==> src/rtl/muldiv_unit.sv <==
// Iterative multiply/divide unit with architectural HI/LO registers.
// MULT/MULTU use LSB-first shift-add; DIV/DIVU use MSB-first restoring division.
// Both run on operand magnitudes and apply signs in a final FIX step, so the
// latency is WIDTH+2 cycles regardless of op or operand values.
module muldiv_unit #(
  parameter int unsigned WIDTH = 32
) (
  input  logic             clk,
  input  logic             rst_b,
  input  logic             start,
  input  logic [1:0]       op,
  input  logic [WIDTH-1:0] a,
  input  logic [WIDTH-1:0] b,
  input  logic             hi_we,
  input  logic             lo_we,
  input  logic [WIDTH-1:0] wdata,
  output logic             busy,
  output logic             ready,
  output logic             div_by_zero,
  output logic [WIDTH-1:0] hi,
  output logic [WIDTH-1:0] lo
);

  localparam int unsigned CntW = $clog2(WIDTH);
  localparam logic [CntW-1:0] CntMax = CntW'(WIDTH - 1);

  typedef enum logic [1:0] {StIdle, StRun, StFix, StDone} state_e;

  state_e             state_q;
  logic [CntW-1:0]    cnt_q;
  // Multiply: {partial product, remaining multiplier bits}.
  // Divide: low half holds dividend bits shifting out / quotient bits shifting in.
  logic [2*WIDTH-1:0] acc_q, acc_d;
  logic [WIDTH-1:0]   rem_q, rem_d;
  // Multiplicand magnitude (multiply) or divisor magnitude (divide).
  logic [WIDTH-1:0]   opnd_q;
  logic [WIDTH-1:0]   a_q;
  logic               is_div_q;
  logic               neg_q;      // result (product / quotient) negated
  logic               rem_neg_q;  // remainder negated (sign of dividend)
  logic               dbz_q;      // divide with zero divisor in flight
  logic               busy_q, ready_q, div_by_zero_q;
  logic [WIDTH-1:0]   hi_q, lo_q;

  // Issue-time operand conditioning
  logic               sign_a, sign_b;
  logic [WIDTH-1:0]   mag_a, mag_b;

  // Iteration / fix-up datapath
  logic [WIDTH:0]     mul_sum;
  logic [2*WIDTH-1:0] mul_next;
  logic [WIDTH:0]     div_shift;
  logic               div_ge;
  logic [WIDTH-1:0]   div_diff;
  logic [2*WIDTH-1:0] prod_neg;
  logic [WIDTH-1:0]   q_fix, r_fix;

  assign busy        = busy_q;
  assign ready       = ready_q;
  assign div_by_zero = div_by_zero_q;
  assign hi          = hi_q;
  assign lo          = lo_q;

  // Operand magnitudes and signs of the incoming request
  always_comb begin
    sign_a = op[0] & a[WIDTH-1];
    sign_b = op[0] & b[WIDTH-1];
    mag_a  = sign_a ? ('0 - a) : a;
    mag_b  = sign_b ? ('0 - b) : b;
  end

  // Next accumulator/remainder for one RUN iteration or the FIX step
  always_comb begin
    acc_d     = acc_q;
    rem_d     = rem_q;
    mul_sum   = {1'b0, acc_q[2*WIDTH-1:WIDTH]} + (acc_q[0] ? {1'b0, opnd_q} : '0);
    mul_next  = {mul_sum, acc_q[WIDTH-1:1]};
    div_shift = {rem_q, acc_q[WIDTH-1]};
    div_ge    = (div_shift >= {1'b0, opnd_q});
    // When div_ge holds the difference is below the divisor, so WIDTH bits suffice.
    div_diff  = div_shift[WIDTH-1:0] - opnd_q;
    prod_neg  = '0 - acc_q;
    q_fix     = neg_q ? ('0 - acc_q[WIDTH-1:0]) : acc_q[WIDTH-1:0];
    r_fix     = rem_neg_q ? ('0 - rem_q) : rem_q;
    case (state_q)
      StRun: begin
        if (is_div_q) begin
          rem_d = div_ge ? div_diff : div_shift[WIDTH-1:0];
          acc_d = {acc_q[2*WIDTH-1:WIDTH], acc_q[WIDTH-2:0], div_ge};
        end else begin
          acc_d = mul_next;
        end
      end
      StFix: begin
        if (is_div_q) begin
          // Divide by zero: HI = raw dividend, LO = all ones.
          acc_d = dbz_q ? {a_q, {WIDTH{1'b1}}} : {r_fix, q_fix};
        end else begin
          acc_d = neg_q ? prod_neg : acc_q;
        end
      end
      default: ;
    endcase
  end

  // Control FSM, operand latches and architectural HI/LO
  always_ff @(posedge clk) begin
    if (!rst_b) begin
      state_q       <= StIdle;
      cnt_q         <= '0;
      acc_q         <= '0;
      rem_q         <= '0;
      opnd_q        <= '0;
      a_q           <= '0;
      is_div_q      <= 1'b0;
      neg_q         <= 1'b0;
      rem_neg_q     <= 1'b0;
      dbz_q         <= 1'b0;
      busy_q        <= 1'b0;
      ready_q       <= 1'b0;
      div_by_zero_q <= 1'b0;
      hi_q          <= '0;
      lo_q          <= '0;
    end else begin
      ready_q <= 1'b0;
      case (state_q)
        StIdle: begin
          if (start) begin
            a_q           <= a;
            is_div_q      <= op[1];
            neg_q         <= sign_a ^ sign_b;
            rem_neg_q     <= sign_a;
            dbz_q         <= op[1] & (b == '0);
            acc_q         <= {{WIDTH{1'b0}}, (op[1] ? mag_a : mag_b)};
            opnd_q        <= op[1] ? mag_b : mag_a;
            rem_q         <= '0;
            cnt_q         <= '0;
            busy_q        <= 1'b1;
            div_by_zero_q <= 1'b0;
            state_q       <= StRun;
          end else begin
            if (hi_we) hi_q <= wdata;
            if (lo_we) lo_q <= wdata;
          end
        end
        StRun: begin
          acc_q <= acc_d;
          rem_q <= rem_d;
          cnt_q <= cnt_q + 1'b1;
          if (cnt_q == CntMax) state_q <= StFix;
        end
        StFix: begin
          acc_q   <= acc_d;
          state_q <= StDone;
        end
        StDone: begin
          hi_q          <= acc_q[2*WIDTH-1:WIDTH];
          lo_q          <= acc_q[WIDTH-1:0];
          div_by_zero_q <= dbz_q;
          ready_q       <= 1'b1;
          busy_q        <= 1'b0;
          state_q       <= StIdle;
        end
        default: state_q <= StIdle;
      endcase
    end
  end

endmodule

==> config.mk <==
export PLATFORM = sky130hd
export DESIGN_NAME = muldiv_unit
export DESIGN_NICKNAME = d
export VERILOG_FILES = /design/src/rtl/muldiv_unit.sv
export SDC_FILE = /design/constraint.sdc
export NUM_CORES = 1
export LEC_CHECK = 0
export BUFFER_PORTS_ARGS = -buffer_cell sky130_fd_sc_hd__buf_2
export CORE_ASPECT_RATIO = 0.75
export CORE_MARGIN = 2
export CORE_UTILIZATION = 45
export DETAILED_ROUTE_END_ITERATION = 10
export SYNTH_ARGS = -nofsm -noshare
export SYNTH_HDL_FRONTEND = slang
export SYNTH_SLANG_ARGS = --single-unit
==> constraint.sdc <==
create_clock -name clk -period 3.6 [get_ports clk]
set_clock_uncertainty 0.05 [all_clocks]
set_input_delay 0 -clock clk [delete_from_list [all_inputs] [get_ports clk]]
set_output_delay 0 -clock clk [all_outputs]
set_load 0.02 [all_outputs]
Word level (Yosys, flattened, before mapping)
Cells that the tools add are included.
- register bits: 238
- bits in latches: 0
- memory bits (writable): 0
- ROM bits: 0
- output and inout bits: 67
- word-level logic and storage cells: 91
- memories kept: 0
- add/sub/neg operators: 8
- multipliers: 0
- divide/modulo/power cells: 0
- order comparisons: 1
- equality and inequality tests: 13
- shift-type cells: 0
- multiplexer cells: 34
- bitwise gates (word level): 4
- reduce and logical (&&, ||, !) cells: 15
- operators by type and width (kind ; count):
    32-bit 2-to-1 mux ; 14
    64-bit 2-to-1 mux ; 6
    32-bit case mux with 2 select lines ; 3
    64-bit case mux with 2 select lines ; 1
    1-bit by 32-bit subtractor with 32-bit output, first input constant ; 4
    1-bit by 64-bit subtractor with 64-bit output, first input constant ; 1
    32-bit by 32-bit adder with 33-bit output ; 1
    33-bit by 32-bit greater-or-equal comparator with 1-bit output ; 1
    32-bit zero test ; 1
    32-bit subtractor ; 1
    2-bit inequality test, second input constant ; 6
    5-bit case mux with 2 select lines ; 1
    3-bit AND reduction ; 3
    4-bit inequality test, second input constant ; 2
    2-bit case mux with 4 select lines ; 1
    2-bit AND reduction ; 4
    4-bit AND reduction ; 2
    2-bit nonzero test ; 3
    5-bit by 1-bit adder with 5-bit output, second input constant ; 1
    5-bit equality test, second input constant ; 1
    5-bit 2-to-1 mux ; 1
    2-bit equality test, second input constant ; 2
    2-bit 2-to-1 mux ; 2
    1-bit case mux with 2 select lines ; 2
    other kinds (7) ; 11

Longest topological paths before layout
Gate-level depths: netlist of run 1.
- depth in word-level cells: 6
- mapped depth: 14

Least setup slack after synthesis of run 1
Ideal clock, no wire load.
- path kind: reg-to-reg
- from: reg acc_q[0]
- to: reg acc_q[61]
- setup time: 70 ps
- arrival time: 2832 ps
- required time: 3480 ps
- slack: 648 ps
- stages on the path, launching flop included: 15
- path buffers: 2
- cells stage by stage: dfxtp_1 -> inv_1 -> clkbuf_1 -> nor2_1 -> ha_1 -> clkbuf_1 -> a21oi_1 -> o21ai_0 -> a2111oi_0 -> o21bai_1 -> o21ai_0 -> a31oi_1 -> xnor2_1 -> a221o_1 -> a21oi_1
- cells in the longest elaborated chain, start to end: 5
- RTL lines (element ; line ; source):
    start, declared ; 33 ; logic [2*WIDTH-1:0] acc_q, acc_d;
    start signal, assigned ; 134 ; acc_q <= {{WIDTH{1'b0}}, (op[1] ? mag_a : mag_b)};
    1-bit by 64-bit subtractor with 64-bit output / 32-bit 2-to-1 mux (equally long branches) ; 82, 76 ;
    64-bit 2-to-1 mux / 32-bit by 32-bit adder with 33-bit output (equally long branches) ; 99, 76 ;
    64-bit 2-to-1 mux (on tied branches) ; 95, 87 ;
    64-bit 2-to-1 mux (*) ; - ;
    64-bit case mux with 2 select lines (*) ; 126 ; case (state_q)
Every way passes the cells marked *; elsewhere a longest branch is shown, timed or not. The select of a mux whose other input is x is not followed.
A chain may end at the register's enable or synchronous reset.

Final worst setup path of run 1
- from: reg opnd_q[6]
- to: reg rem_q[0]
- cells in the longest elaborated chain, start to end: 4
- RTL lines (element ; line ; source):
    start, declared ; 36 ; logic [WIDTH-1:0] opnd_q;
    start signal, assigned ; 135 ; opnd_q <= op[1] ? mag_b : mag_a;
    33-bit by 32-bit greater-or-equal comparator with 1-bit output ; 79 ; div_ge = (div_shift >= {1'b0, opnd_q});
    32-bit 2-to-1 mux ; 88 ; rem_d = div_ge ? div_diff : div_shift[WIDTH-1:0];
    32-bit 2-to-1 mux ; 87 ; if (is_div_q) begin
    32-bit case mux with 2 select lines ; 126 ;
    end signal, assigned ; 148 ; rem_q <= rem_d;
    end, declared ; 34 ; logic [WIDTH-1:0] rem_q, rem_d;
Every way passes these cells. The select of a mux whose other input is x is not followed.

==> results of run 1 <==
[kinds of logic after synthesis]
kind of cell	count (synthesis)	share of synthesized area [%]
AOI/OAI and AO/OA	832	28.9
adders and majority gates	76	5.23
muxes	69	3.84
DFF	238	25.8
buffers and inverters	253	5.26
xor gates and xnor gates	183	8.68
and+or+nand+nor	866	22.3
[per-layer routing]
| metal | vias to the layer above | part of all wire [%] |
|---|---|---|
| li1 | 9508 | - |
| met1 | 9527 | 46 |
| met2 | 992 | 41 |
| met3 | 95 | 10 |
| met4 | 0 | 2.4 |
| met5 | - | 0 |
[power breakdown]
part           leakage, uW  internal (uW)  switching [uW]
Sequential         0.00195           3250             628
Clock             0.000484           1890            1260
Combinational      0.00655           2780            5160
Total              0.00899           7930            7050
[critical path, delay by kind of cell (launching register included)]
kind                     cells  cell delay, ps
multiplexers                 1             140
adder cells (fa/ha/maj)      1             330
flip-flops                   1             310
AO/OA/AOI/OAI                7            1870
buffers and inverters        2             450
AND/OR/NAND/NOR              1             140
[repair_timing]
action / in CTS / in global routing
hold buffers: 87 / 0
hold endpoints to repair: 119 / 0
endpoints found under the setup margin: 0 / 6
gates resized for setup: 0 / 4
[Yosys cell counts (8+ instances only)]
| master | count |
|---|---|
| xnor2_1 | 96 |
| buf_1 | 8 |
| dfxtp_1 | 238 |
| a211o_1 | 15 |
| a21boi_0 | 44 |
| xor2_1 | 87 |
| mux2i_1 | 54 |
| ha_1 | 74 |
| or4_1 | 14 |
| nor4_1 | 25 |
| a22oi_1 | 17 |
| a22o_1 | 8 |
| nor2_1 | 262 |
| nor2b_1 | 50 |
| a21oi_1 | 217 |
| inv_1 | 77 |
| o41ai_1 | 12 |
| nand2_1 | 288 |
| o31ai_1 | 23 |
| a211oi_1 | 78 |
| o21ai_0 | 191 |
| nor3_1 | 42 |
| o211ai_1 | 34 |
| nand3_1 | 39 |
| o21bai_1 | 15 |
| a31oi_1 | 42 |
| nand4_1 | 22 |
| and3_1 | 14 |
| nor3b_1 | 8 |
| mux2_2 | 15 |
| or3_1 | 18 |
| o221ai_1 | 22 |
| nand2b_1 | 17 |
| and2_1 | 27 |
| a21o_1 | 38 |
| clkbuf_1 | 159 |
[worst max-delay path by stage]
stage | to | slack, ps | depth (start not counted)
floorplan | acc_q[61] | 650 | 14
global placement | rem_q[28] | 260 | 13
detailed placement | rem_q[28] | 210 | 13
CTS | rem_q[28] | 190 | 13
global route | rem_q[1] | 4 | 11
finish | rem_q[0] | 200 | 12
[final cells by class]
class                   instances  area, sq um  share of cell area, %
flip-flops and latches        238         4770                   21.6
diodes                          1         2.50                 0.0114
well taps                     528          661                   3.00
repair buffers                351         2500                   11.4
multi-input cells            2026        12800                   58.1
clock buffers                  37          786                   3.56
clock inverters                15          215                  0.976
inverters                      78          293                   1.33
[layout by cell type (no fill, tap or decap), types with 25 or more instances in the layout]
cell type | synthesis | layout
ha_1 | 74 | 71
mux2i_1 | 54 | 54
nor4_1 | 25 | 25
buf_4 | 2 | 89
buf_2 | 5 | 169
nor2_1 | 262 | 261
o21ai_0 | 191 | 191
inv_1 | 77 | 76
a21o_1 | 38 | 38
nand2_1 | 288 | 287
a31oi_1 | 42 | 41
clkbuf_16 | 0 | 29
nor2b_1 | 50 | 50
xnor2_1 | 96 | 96
nor3_1 | 42 | 42
and2_1 | 27 | 26
a21boi_0 | 44 | 44
dfxtp_1 | 238 | 235
nand3_1 | 39 | 39
a211oi_1 | 78 | 78
a21oi_1 | 217 | 214
xor2_1 | 87 | 87
o211ai_1 | 34 | 34
dlygate4sd3_1 | 0 | 87
[metrics by stage]
step | setup WS [ps] | hold WS [ps] | util, % | cell area [sq um]
floorplan | 648 | 86.0 | - | 18500
global placement | 258 | 249 | 49.6 | 20200
detailed placement | 208 | 259 | 49.6 | 20200
CTS | 194 | 3.42 | 54.3 | 22000
global route | 4.46 | 67.3 | 54.3 | 22000
finish | 196 | 21.3 | 54.3 | 22000
[state kept, by name, summed over array words and instances (netlist names), 2 cells and up]
name,cells
lo,32
a_q,32
rem_q,32
hi,32
cnt_q,5
acc_q,64
opnd_q,32
state_q,2
==> results.md, run 1 <==
- Die area: 42,700 sq um
- Syn_area_per_cell: 7.34 sq um
- Async SR Flop Fraction: 0%
- Worst-margin pin slew: 1080 ps
- Final period utilization: 94.6%
- # H-tree levels: 1
- Post-layout min period: 3400 ps
- Die Y: 179 microns
- Hpwl dp: 58,900 microns
- DRT Wirelength: 76,500 microns
- Cell area power density: 679 nW/um^2
- Kind of critical path: reg -> reg
- Worst vdd ir: 0.393 mV
- Critical path origin: opnd_q[6]
- Avg Vias per Cell: 6.15
- Global-route wire length before repair: 114,000 microns
- Top FF cell, synth: dfxtp_1
- Final setup violation count: 0
- Antenna Nets Post-Route: 0
- Worst hold path depth: 5
- Cell row count: 64
- # DRC: 0
- Critical Path Most Common Cell: a21o_1
- Global routing's busiest layer: met1
- Flop-to-flop setup slack: 200 ps
- CTS Buf Count: 28
- Wire length per cell: 23.4 microns
- Run status: completed
- Share of layout cells above drive strength 1: 13.7%
- Met3 usage: 8.23%
- Root buffer cell: clkbuf_16
- Post-synth EDFFs: 0
- Met1 GRT Util: 50.8%
- Chip width: 238 microns
- Max incr delay on CP: 520 ps
- Initial Util: 45.5%
- Clk_lat worst skew: 570 ps
- GRT overflow: 0
- Syn nets: 2,696
- Largest net degree at the start of global routing: 92
- Hold_sp: hi_we
- CTS tree: done
- Clock buffer depth: 3
- Pwr Total: 15,000 uW
- Ys Warns: 0
- Top-area cell type share of the netlist area: 25.8%
- Vias: 20,100
- Setup TNS: 0 ps
- Input/output buffers: 169
- FF-to-FF Start: opnd_q[6]
- CP Capture Type: flip-flop
- Worst-path clk slew: 70 ps
- First-pass DRT Iterations: 5
- Worst Path Required: 4010 ps
- Nets: 2,902
- Non-Filler Instances: 3,274
- IO Count: 170
- Hold Path End: hi[4]
- Mapped Area: 18,500 sq um
- Worst path cell trace: inv_1, ha_1, a21o_1, a21o_1, a21o_1, o21ai_1, a41o_1, nand4_1, a311o_2, buf_4, mux2i_1, a22o_1
- CTS sink cnt: 238
- Vias in the first global route: 18,500
- CP Max Fanout: 13
- Dpl cells: 3,134
- RSZ-0062 raised after global routing: false
- Critical path launch point type: flip-flop
- Synthesis-to-finish area growth: 19.3%
- Cell variety after synth: 80
- Worst-case reg-to-reg path depth: 12
- Fill count: 3,948
- Worst path arrival time: 3820 ps
- Synthesized flop and latch total: 238
- Routability cong.: 0.970
- Tightest Hold Check Type: in -> reg
- M2 GR Usage: 50.2%
- Initial DRC Count: 2,344
- P_leak: 0.00899 uW
- Post-synthesis instance total: 2,517
- Initial antenna violation count: 1
- Setup bufs post-CTS: 0
- Highest Clock Rate: 0.294 GHz
- Max Slew Vio Count: 0
- Maxcap violations: 0
- Yosys top cell by area: dfxtp_1
- Sequential area share after synthesis: 25.8%
- Slowest-stage cell, CP: a311o_2
- Slew headroom: 27.9%
- Reg2reg end: rem_q[0]
- Synth area leaders: dfxtp_1 26%, a21oi_1 5.9%, nand2_1 5.9%
- Total core area: 40,600 sq um
- Final Hold Fails: 0
- Gr usage total: 34.5%
Note: power is estimated with default switching activity, not from simulation.
==> run 2, diff against run 1 <==
- CORE_UTILIZATION: 45 -> 61
- PLACE_DENSITY: not set -> 0.82
- REMOVE_ABC_BUFFERS: not set -> 1
- TNS_END_PERCENT: not set -> 20
==> results.md, run 2 (same netlist as run 1, synthesis figures left out) <==
- Run status: completed (unchanged)
- Final setup violation count: 0 (unchanged)
- Most common cell after layout, fill and taps aside: nand2_1 (unchanged)
- Vias in the first global route: 19,600 (was 18,500)
- Initial Util: 61.6% (was 45.5%)
- Worst-path clk slew: 60 ps (was 70 ps)
- CP delay by family, top: compound AO/OA/AOI/OAI gates (unchanged)
- Worst slack, placed: 167 ps (was 208 ps)
- Multi-input gate area: 12,800 sq um (about the same)
- Gr usage total: 43.7% (was 34.5%)
- Die Y: 155 microns (was 179 microns)
- Largest Register: acc_q (unchanged)
- RSZ-0062 raised after global routing: false (unchanged)
- Share of layout cells above drive strength 1: 13.6% (was 13.7%)
- P_leak: 0.00900 uW (was 0.00899 uW)
- Kind of critical path: reg -> reg (unchanged)
- Largest net degree at the start of global routing: 96 (was 92)
- Cell row count: 55 (was 64)
- Clk_lat worst skew: 570 ps (about the same)
- IO Count: 170 (unchanged)
- Worst path cell trace: ha_1, a21o_1, a21o_1, a21o_1, o21ai_1, a41o_1, nand4_1, a311o_2, buf_4, nor3_1, nor4_1 (was inv_1, ha_1, a21o_1, a21o_1, a21o_1, o21ai_1, a41o_1, nand4_1, a311o_2, buf_4, mux2i_1, a22o_1)
- Cell area power density: 680 nW/um^2 (was 679 nW/um^2)
- Most frequent cells in the layout: 287 x nand2_1, 261 x nor2_1, 237 x dfxtp_1, 214 x a21oi_1, 191 x o21ai_0 (was 287 x nand2_1, 261 x nor2_1, 235 x dfxtp_1, 214 x a21oi_1, 191 x o21ai_0)
- Critical path launch point type: flip-flop (unchanged)
- Final Hold Fails: 0 (unchanged)
- CP Max Fanout: 16 (was 13)
- Worst Path Required: 3990 ps (was 4010 ps)
- GRT overflow: 0 (unchanged)
- CP Capture Type: flip-flop (unchanged)
- Final Util: 72.9% (was 54.3%)
- Antenna Nets Post-Route: 0 (unchanged)
- Slew headroom: 22.4% (was 27.9%)
- Max incr delay on CP: 510 ps (was 520 ps)
- Avg Vias per Cell: 6.71 (was 6.15)
- Worst path arrival time: 3850 ps (was 3820 ps)
- # H-tree levels: 1 (unchanged)
- Flop-to-flop setup slack: 140 ps (was 200 ps)
- Tightest Hold Check Type: in -> reg (unchanged)
- Critical Path Most Common Cell: a21o_1 (unchanged)
- Initial antenna violation count: 2 (was 1)
- Slowest-stage cell, CP: a311o_2 (unchanged)
- CTS tree: done (unchanged)
- Hpwl dp: 51,700 microns (was 58,900 microns)
- CTS Buf Count: 26 (was 28)
- Wire length per cell: 22.8 microns (was 23.4 microns)
- Global-route wire length before repair: 108,000 microns (was 114,000 microns)
- Synthesis-to-finish area growth: 18.4% (was 19.3%)
- Largest register FFs: 64 (unchanged)
- Initial DRC Count: 2,995 (was 2,344)
- Highest Clock Rate: 0.289 GHz (was 0.294 GHz)
- Storage cell area: 4770 sq um (about the same)
- Root buffer cell: clkbuf_16 (unchanged)
- Die area: 31,700 sq um (was 42,700 sq um)
- # DRC: 0 (unchanged)
- Max Slew Vio Count: 0 (unchanged)
- First-pass DRT Iterations: 8 (was 5)
- Non-Filler Instances: 3,151 (was 3,274)
- Nets: 2,911 (was 2,902)
- Buffers & Inverters on Critical Path: 1 (was 2)
- Post-layout min period: 3460 ps (was 3400 ps)
- DRT Wirelength: 71,900 microns (was 76,500 microns)
- Final WS setup: 138 ps (was 196 ps)
- Input/output buffers: 169 (unchanged)
- Dpl cells: 3,001 (was 3,134)
- CTS sink cnt: 238 (unchanged)
- Total core area: 30,000 sq um (was 40,600 sq um)
- Vias: 21,100 (was 20,100)
- Routability cong.: 1.04 (was 0.970)
- Chip width: 205 microns (was 238 microns)
- Worst vdd ir: 1.12 mV (was 0.393 mV)
- Worst-margin pin slew: 1150 ps (was 1080 ps)
- Maxcap violations: 0 (unchanged)
- Final period utilization: 96.2% (was 94.6%)
- Fill count: 2,347 (was 3,948)
- Clock buffer depth: 3 (unchanged)
-- run 2: changes by cell type in the layout (fill, tap and decap cells not counted), sizes merged --
| cell | before | now |
|---|---|---|
| buf | 264 | 269 |
| dlygate4sd3 | 87 | 93 |
| clkinv | 7 | 3 |
| clkinvlp | 3 | 2 |
| bufinv | 5 | 4 |
| inv | 78 | 77 |
| diode | 1 | 3 |
-- run 2: final timing paths --
kind                  from       end  depth (start not counted)
setup / recovery  rem_q[5]  acc_q[0]                         11
hold reg to reg     a_q[0]    a_q[0]                          2
hold / removal        b[7]  acc_q[7]                          6
setup reg to reg  rem_q[5]  acc_q[0]                         11
-- run 2: stage by stage --
stage	hold WS [ps]	instance area (sq um)	setup TNS (ps)	total power (uW)
detailed placement	243	19900	0	11300
global placement	238	19900	0	11100
floorplan	61.5	17800	-63490	8640
global route	81.6	21900	0	15500
CTS	11.5	21800	0	14400
finish	24.3	21900	0	14900
-- run 2: area by class of cell --
cell class	count	area share, %
Tap cell	399	2.28
Timing Repair Buffer	362	11.7
Inverter	78	1.34
Multi-Input combinational cell	2026	58.6
Antenna cell	3	0.0343
Clock inverter	8	0.663
Sequential cell	238	21.8
Clock buffer	37	3.58
-- run 2: metal layers --
layer	track usage, %	vias up	wire, microns
li1	-	9522	-
met1	58.5	9771	28400
met2	66.1	1562	30400
met3	11.6	283	9630
met4	18.9	0	3510
met5	0	-	0
-- run 2: power by group --
part | switching, uW | leakage, uW | internal, uW
clock network | 1190 | 0.000451 | 1790
registers | 638 | 0.00195 | 3250
logic | 5250 | 0.00659 | 2760
total | 7080 | 0.00900 | 7800
-- run 2: worst reg2reg max path: cells and delay by family, from the launching register on --
kind,cells,cell delay (ps)
AOI/OAI and AO/OA,6,1770
adders and majority gates,1,350
buffers and inverters,1,210
DFF,1,480
and+or+nand+nor,3,470
-- run 2: what timing repair did --
action / 4_1_cts / 5_1_grt
buffers inserted: 0 / 9
hold buffers: 93 / 0
hold endpoints to repair: 135 / 0
setup endpoints to repair: 0 / 23
gates resized for setup: 0 / 3
